--- config.mk ---
export PLATFORM = sky130hd
export DESIGN_NAME = uart_rx_ctrl
export DESIGN_NICKNAME = d
export VERILOG_FILES = /design/src/rtl/uart_rx_ctrl.sv
export SDC_FILE = /design/constraint.sdc
export NUM_CORES = 1
export LEC_CHECK = 0
export CAP_MARGIN = 20
export CORE_MARGIN = 2
export CORE_UTILIZATION = 51
export DETAILED_ROUTE_END_ITERATION = 8
export GPL_ROUTABILITY_DRIVEN = 0
export GPL_TIMING_DRIVEN = 0
export PLACE_DENSITY_LB_ADDON = 0.12
export REMOVE_ABC_BUFFERS = 1
export SYNTH_ARGS = -nofsm -noshare
export SYNTH_HDL_FRONTEND = slang
export SYNTH_SLANG_ARGS = --single-unit
export TNS_END_PERCENT = 30
--- constraint.sdc ---
create_clock -name clk -period 2.9 [get_ports clk]
set_input_delay 0.29 -clock clk [delete_from_list [all_inputs] [get_ports clk]]
set_output_delay 0.29 -clock clk [all_outputs]
set_load 0.02 [all_outputs]
--- src/rtl/uart_rx_ctrl.sv ---
// uart_rx_ctrl
// Frame controller for the UART receiver. It detects the start edge, runs the
// oversample (edge) and bit counters that drive data_sampling, checks the
// start, parity and stop bits from the voted sample_bit, and deserialises
// DATA_W data bits LSB-first into P_DATA.
//
// Ports
//   clk          oversampling clock (prescale x baud)
//   reset        asynchronous, active-low
//   RX_IN        synchronised serial input, idle high
//   prescale     oversampling ratio; 8, 16 and 32 are accepted
//   PAR_EN       1 = frame carries a parity bit (latched at start edge)
//   PAR_TYP      0 = even, 1 = odd (latched at start edge)
//   sample_bit   majority-voted bit from data_sampling
//   sample_en    enables data_sampling while a frame is active
//   edge_count   oversample index within the current bit
//   bit_count    0 start, 1-8 data, 9 parity/stop, 10 stop
//   busy         frame in progress
//   P_DATA       last good byte received
//   data_valid   1-cycle pulse, P_DATA updated in the same cycle
//   par_err      1-cycle pulse at frame end on parity mismatch
//   stp_err      1-cycle pulse at frame end when stop bit sampled 0
//   strt_glitch  1-cycle pulse when the start bit samples 1 (frame aborted)
module uart_rx_ctrl #(
    parameter int DATA_W = 8
) (
    input  logic              clk,
    input  logic              reset,
    input  logic              RX_IN,
    input  logic [5:0]        prescale,
    input  logic              PAR_EN,
    input  logic              PAR_TYP,
    input  logic              sample_bit,
    output logic              sample_en,
    output logic [5:0]        edge_count,
    output logic [3:0]        bit_count,
    output logic              busy,
    output logic [DATA_W-1:0] P_DATA,
    output logic              data_valid,
    output logic              par_err,
    output logic              stp_err,
    output logic              strt_glitch
);

    typedef enum logic [2:0] {IDLE, START, DATA, PARITY, STOP} state_t;

    localparam logic [3:0] LAST_DATA = 4'(DATA_W);

    state_t            state;
    state_t            state_next;
    logic [5:0]        last_edge;
    logic              wrap;
    logic              bit_end;
    logic              prescale_ok;
    logic              par_en_l;
    logic              par_typ_l;
    logic              perr;
    logic [DATA_W-1:0] shreg;

    assign last_edge   = prescale - 6'd1;
    // >= rather than == so a mid-frame prescale drop cannot strand the counter
    assign wrap        = edge_count >= last_edge;
    assign bit_end     = sample_en && (edge_count == last_edge);
    assign prescale_ok = (prescale == 6'd8) || (prescale == 6'd16) || (prescale == 6'd32);

    assign sample_en   = (state != IDLE);
    assign busy        = (state != IDLE);
    assign strt_glitch = (state == START) && bit_end && sample_bit;

    always_ff @(posedge clk or negedge reset) begin
        if (!reset) begin
            state <= IDLE;
        end else begin
            state <= state_next;
        end
    end

    always_comb begin
        state_next = state;
        case (state)
            IDLE: begin
                if (!RX_IN && prescale_ok) state_next = START;
            end
            START: begin
                if (bit_end) state_next = sample_bit ? IDLE : DATA;
            end
            DATA: begin
                // >= keeps the exit reachable even if bit_count overshoots
                if (bit_end && bit_count >= LAST_DATA) state_next = par_en_l ? PARITY : STOP;
            end
            PARITY: begin
                if (bit_end) state_next = STOP;
            end
            STOP: begin
                if (bit_end) state_next = IDLE;
            end
            default: state_next = IDLE;
        endcase
    end

    // Counters are forced to 0 whenever the frame is (or is about to be) idle,
    // so no stale count is ever visible in IDLE.
    always_ff @(posedge clk or negedge reset) begin
        if (!reset) begin
            edge_count <= '0;
            bit_count  <= '0;
        end else if (state == IDLE || state_next == IDLE) begin
            edge_count <= '0;
            bit_count  <= '0;
        end else if (wrap) begin
            edge_count <= '0;
            bit_count  <= bit_count + 4'd1;
        end else begin
            edge_count <= edge_count + 6'd1;
        end
    end

    always_ff @(posedge clk or negedge reset) begin
        if (!reset) begin
            par_en_l   <= 1'b0;
            par_typ_l  <= 1'b0;
            perr       <= 1'b0;
            shreg      <= '0;
            P_DATA     <= '0;
            data_valid <= 1'b0;
            par_err    <= 1'b0;
            stp_err    <= 1'b0;
        end else begin
            data_valid <= 1'b0;
            par_err    <= 1'b0;
            stp_err    <= 1'b0;
            case (state)
                IDLE: begin
                    if (state_next == START) begin
                        par_en_l  <= PAR_EN;
                        par_typ_l <= PAR_TYP;
                        perr      <= 1'b0;
                    end
                end
                DATA: begin
                    if (bit_end) shreg <= {sample_bit, shreg[DATA_W-1:1]};
                end
                PARITY: begin
                    if (bit_end) perr <= (sample_bit != ((^shreg) ^ par_typ_l));
                end
                STOP: begin
                    if (bit_end) begin
                        stp_err <= ~sample_bit;
                        par_err <= perr;
                        if (sample_bit && !perr) begin
                            data_valid <= 1'b1;
                            P_DATA     <= shreg;
                        end
                    end
                end
                default: ;
            endcase
        end
    end

endmodule

After elaboration in Yosys (flattened, before gate mapping)
Cells that the tools add are included.

cells by class
  muxes and demuxes = 22
  $lt $le $gt $ge = 2
  bitwise gates (word level) = 2
  reduce and logical (&&, ||, !) cells = 21
  equal/unequal tests = 12
  add/subtract/negate cells = 3

operators by type and width
  cell                   number
  $mux W3                6
  $pmux W3 S5            1
  $mux W6                2
  $mux W1                9
  $mux W4                2
  $reduce_xor A8 Y1      1
  $add A6 B1 Y6 const B  1
  $eq A3 B1 Y1 const B   2
  $eq A3 B2 Y1 const B   2
  $eq A6 B4 Y1 const B   1
  $eq A6 B5 Y1 const B   1
  $eq A6 B6 Y1           1
  $eq A6 B6 Y1 const B   1
  $ge A6 B6 Y1           1
  $logic_and A1 B1 Y1    6
  $logic_not A3 Y1       2
  $reduce_and A3 Y1      2
  $sub A6 B1 Y6 const B  1
  $add A4 B1 Y4 const B  1
  $ge A4 B4 Y1 const B   1
  $reduce_and A2 Y1      2
  $reduce_bool A2 Y1     2
  $eq A3 B3 Y1 const B   1
  $logic_or A1 B1 Y1     3
  other kinds (9)        10

word-level totals
  register bits after elaboration = 35
  input port bits = 12
  logic and storage cells = 73
  output and inout bits = 24

Depth between registers and ports, before layout
  depth in word-level cells = 9
  mapped depth = 10
  depth with buffers taken out = 10

Least setup slack after synthesis
OpenSTA, ideal clock, no wires.

  path kind = input-to-output
  from = in prescale[2]
  to = out strt_glitch
  stages on the path = 8
  required time = 2,610 ps
  buffers on the path = 0
  setup slack = 381 ps
  arrival time = 2,229 ps
  path through = nor3_1 nor3b_1 xnor2_1 ha_1 nand4_2 nor2_2 nand2_1 nor4_1

between the ends
  cells in the longest elaborated chain, start to end = 5

RTL lines
  what                              RTL line  text
  start: declaration                30        input logic [5:0] prescale,
  $sub A6 B1 Y6                     60        assign last_edge = prescale - 6'd1;
  $eq A6 B6 Y1                      63        assign bit_end = sample_en && (edge_count == last_edge);
  $logic_and A1 B1 Y1               63
  $logic_and A1 B1 Y1 (2 in a row)  68        assign strt_glitch = (state == START) && bit_end && sample_bit;
  end: declaration                  42        output logic strt_glitch

No other way between the ends.

Worst setup path after layout
  from = in prescale[0]
  to = reg P_DATA[6]

between the ends
  cells in the longest elaborated chain, start to end = 4

RTL lines
  what                         RTL line  text
  $sub A6 B1 Y6                60
  $eq A6 B6 Y1                 63
  $logic_and A1 B1 Y1          63
  $reduce_and A3 Y1 (no line)  n/a
  end signal: assignment       152       P_DATA <= shreg;
  end: declaration             38        output logic [DATA_W-1:0] P_DATA,

No other way between the ends.
A chain may end at the register's enable or synchronous reset.

==> impl_metrics.tcl <==
set metrics [dict create \
    critPathRequiredTime_ps 3120 \
    status "complete, no violations" \
    h-tree-depth 2 \
    p_clk_share_pct 20.8 \
    synth-seq-cells 35 \
    dr.pass1.iters 4 \
    report.final.slew_viol_count 0 \
    tns_ps 0 \
    clockBufferDepth 2 \
    ant_nets 0 \
    n_antenna_cell 0 \
    arrival_ps 2930 \
    yosysWarnings 0 \
    drt_iter0_drc 92 \
    fillCellCount 267 \
    dpl_cell_area_mm2 0.00223 \
    drc 0 \
    synth_edf_count 0 \
    hold_class "input pin to async pin" \
    drive_above_1_share_pct 18.4 \
    ys_types 34 \
    p_switching_uw 438 \
    area_delta_synth_final_pct 26.2 \
    final_cell_mix "dfrtp_1 (35), clkdlybuf4s50_1 (32), mux2_2 (16)" \
    dp_slack_ps -535 \
    yosysSeqAreaShare_pct 47.8 \
    setup_violations 0 \
    synth.cell_area_mm2 0.00183 \
    power.density_mw_per_mm2 533 \
    grt_pass1_wl_um 6380 \
    wl_per_cell_um 14.5 \
    grt_start_max_net_pins 36 \
    port_buffers 35 \
    sw_frac_of_total_pct 35.6 \
    period_share_pct 93.3 \
    final_common_cell "dfrtp_1" \
    setup_ws_ps 193 \
    rows 21 \
    min_period_ps 2710 \
    viasPerCell 5.23 \
    hold_viol 0 \
    synth_ff_type "dfrtp_1" \
    dr_total_vias 1292 \
    skew_ps 5.94 \
    avgSynthCellArea_um2 11.7 \
    grt_pass1_vias 1411 \
    start_util_pct 54.1 \
    p_leak_nw 1.05 \
    worstPathMaxFanout 9 \
    die_w_um 64.0 \
    die_h_um 64.0 \
    grt.total_usage_pct 19.9 \
    stdcell_area_mm2 0.00231 \
    regArea_um2 876 \
    crit_type "input pin to register" \
    path_clk_slew_ps 110 \
    startpoint "prescale[0]" \
    maxSlewHeadroom_pct 48.8 \
    dp_hpwl_um 2590 \
    cts_num_sinks 35 \
    rsz0062_at_grt "false" \
    r2r_start "edge_count[3]$_DFF_PN0_" \
    p_comb_share_pct 30.7 \
    cts_buffers 5 \
    core_mm2 0.00339 \
    die_area_mm2 0.00409 \
    p_seq_share_pct 48.5 \
    reg2reg_depth 7 \
    drv_cap 0 \
    antenna_found_initial 0 \
    fmax_ghz 0.369 \
    final_net_count 223 \
    ctsRootBufferMaster "clkbuf_4" \
    end_kind "register" \
    synthArstFlopShare_pct 100 \
    ios 36 \
    multi_input_area_um2 935 \
    worstSetupStartpointType "input pin" \
    internal_power_uw 794 \
    clock_latency_ps 330 \
    synth_cells 157 \
    ir_drop_mv 0.401 \
    gr-total-overflow 0 \
    cts_tree "built" \
    wl_um 3580 \
    tightestPinTransition_ps 768 \
]
## critical path, cell delays in order
cell and delay, ps:
clkdlybuf4s50_1 440, inv_1 120, ha_1 190, nand2_1 70
xor2_1 160, ha_1 340, nand4_4 150, nor2_2 130
buf_4 120, nand3_2 120, nor3_4 400, mux2_2 390
## Yosys cell counts, types with 2 or more instances
| master | n | area, um^2 |
|---|---|---|
| dfrtp_1 | 35 | 876 |
| mux2_2 | 16 | 180 |
| nor2_1 | 15 | 56.3 |
| xnor2_1 | 15 | 131 |
| ha_1 | 11 | 138 |
| inv_1 | 9 | 33.8 |
| nand2_1 | 6 | 22.5 |
| xor2_1 | 6 | 52.6 |
| a21oi_1 | 4 | 20.0 |
| o21ai_0 | 4 | 20.0 |
| nand2b_1 | 3 | 18.8 |
| nand3_1 | 3 | 15.0 |
| nor3_1 | 3 | 15.0 |
| o31ai_1 | 3 | 22.5 |
| mux2_1 | 2 | 22.5 |
| nor3_4 | 2 | 32.5 |
| nor4_1 | 2 | 12.5 |
| o211ai_1 | 2 | 15.0 |
## layer usage
metal / vias up / part of all wire [%] / track usage (%)
li1: 631 / - / -
met1: 631 / 47 / 27.8
met2: 28 / 49 / 31.6
met3: 2 / 3.1 / 3.35
met4: 0 / 0.53 / 6.52
met5: - / 0 / 0
## final cells by class
cell class              count  area share [%]
inverters                   9            1.46
repair buffers             37            15.5
flip-flops and latches     35            37.9
clock inverters             2           0.541
well taps                  46            2.49
clock buffers               6            1.78
multi-input cells         112            40.4
## power groups by stage
| stage | sequential, mW | clock (mW) | combinational [mW] |
|---|---|---|---|
| after floorplan | 0.606 | 0 | 0.229 |
| after global placement | 0.599 | 0 | 0.362 |
| after detailed placement | 0.603 | 0 | 0.372 |
| after CTS | 0.595 | 0.262 | 0.378 |
| after global routing | 0.604 | 0.285 | 0.422 |
| final | 0.597 | 0.256 | 0.379 |
## cells by family (layout without fill, tap and decap cells)
logic type | after synthesis | count (layout) | share of synthesized area (%)
buffers and inverters | 10 | 54 | 2.25
AOI/OAI and AO/OA | 17 | 17 | 6.14
muxes | 19 | 19 | 11.6
xor gates and xnor gates | 21 | 21 | 10.0
DFF | 35 | 35 | 47.8
adders and majority gates | 11 | 11 | 7.51
and+or+nand+nor | 44 | 44 | 14.7
## sequential cells by signal, indices dropped and copies added (netlist names)
register    cells
perr            1
bit_count       4
par_en_l        1
data_valid      1
state           3
par_typ_l       1
edge_count      6
stp_err         1
shreg           8
par_err         1
P_DATA          8
## path summary, 6_finish.rpt
path	to	slack, ps
min in group clk	state[0]$_DFF_PN0_	520
worst max-delay path	P_DATA[6]$_DFFE_PN0P_	190
worst min register to register	P_DATA[4]$_DFFE_PN0P_	520
worst min-delay path	par_err$_DFF_PN0_	20
max in group asynchronous	shreg[5]$_DFFE_PN0P_	2390
worst max register to register	P_DATA[6]$_DFFE_PN0P_	670
## through the flow
stage	power [mW]	hold WS (ps)	util [%]	std cells
3_5_place_dp	0.975	406	65.7	237
4_1_cts	1.23	31.3	67.9	246
5_1_grt	1.31	61.6	68.3	247
3_3_place_gp	0.961	490	65.9	237
6_report	1.23	22.4	68.3	247
2_1_floorplan	0.834	-5.59	-	156
## what timing repair did
action,in CTS,in global routing
buffers inserted,1,1
gates resized for setup,6,3
pin swaps,2,1
hold buffers,0,0
setup endpoints to repair,2,17
cloned,0,0
(Power assumes the default switching activity.)
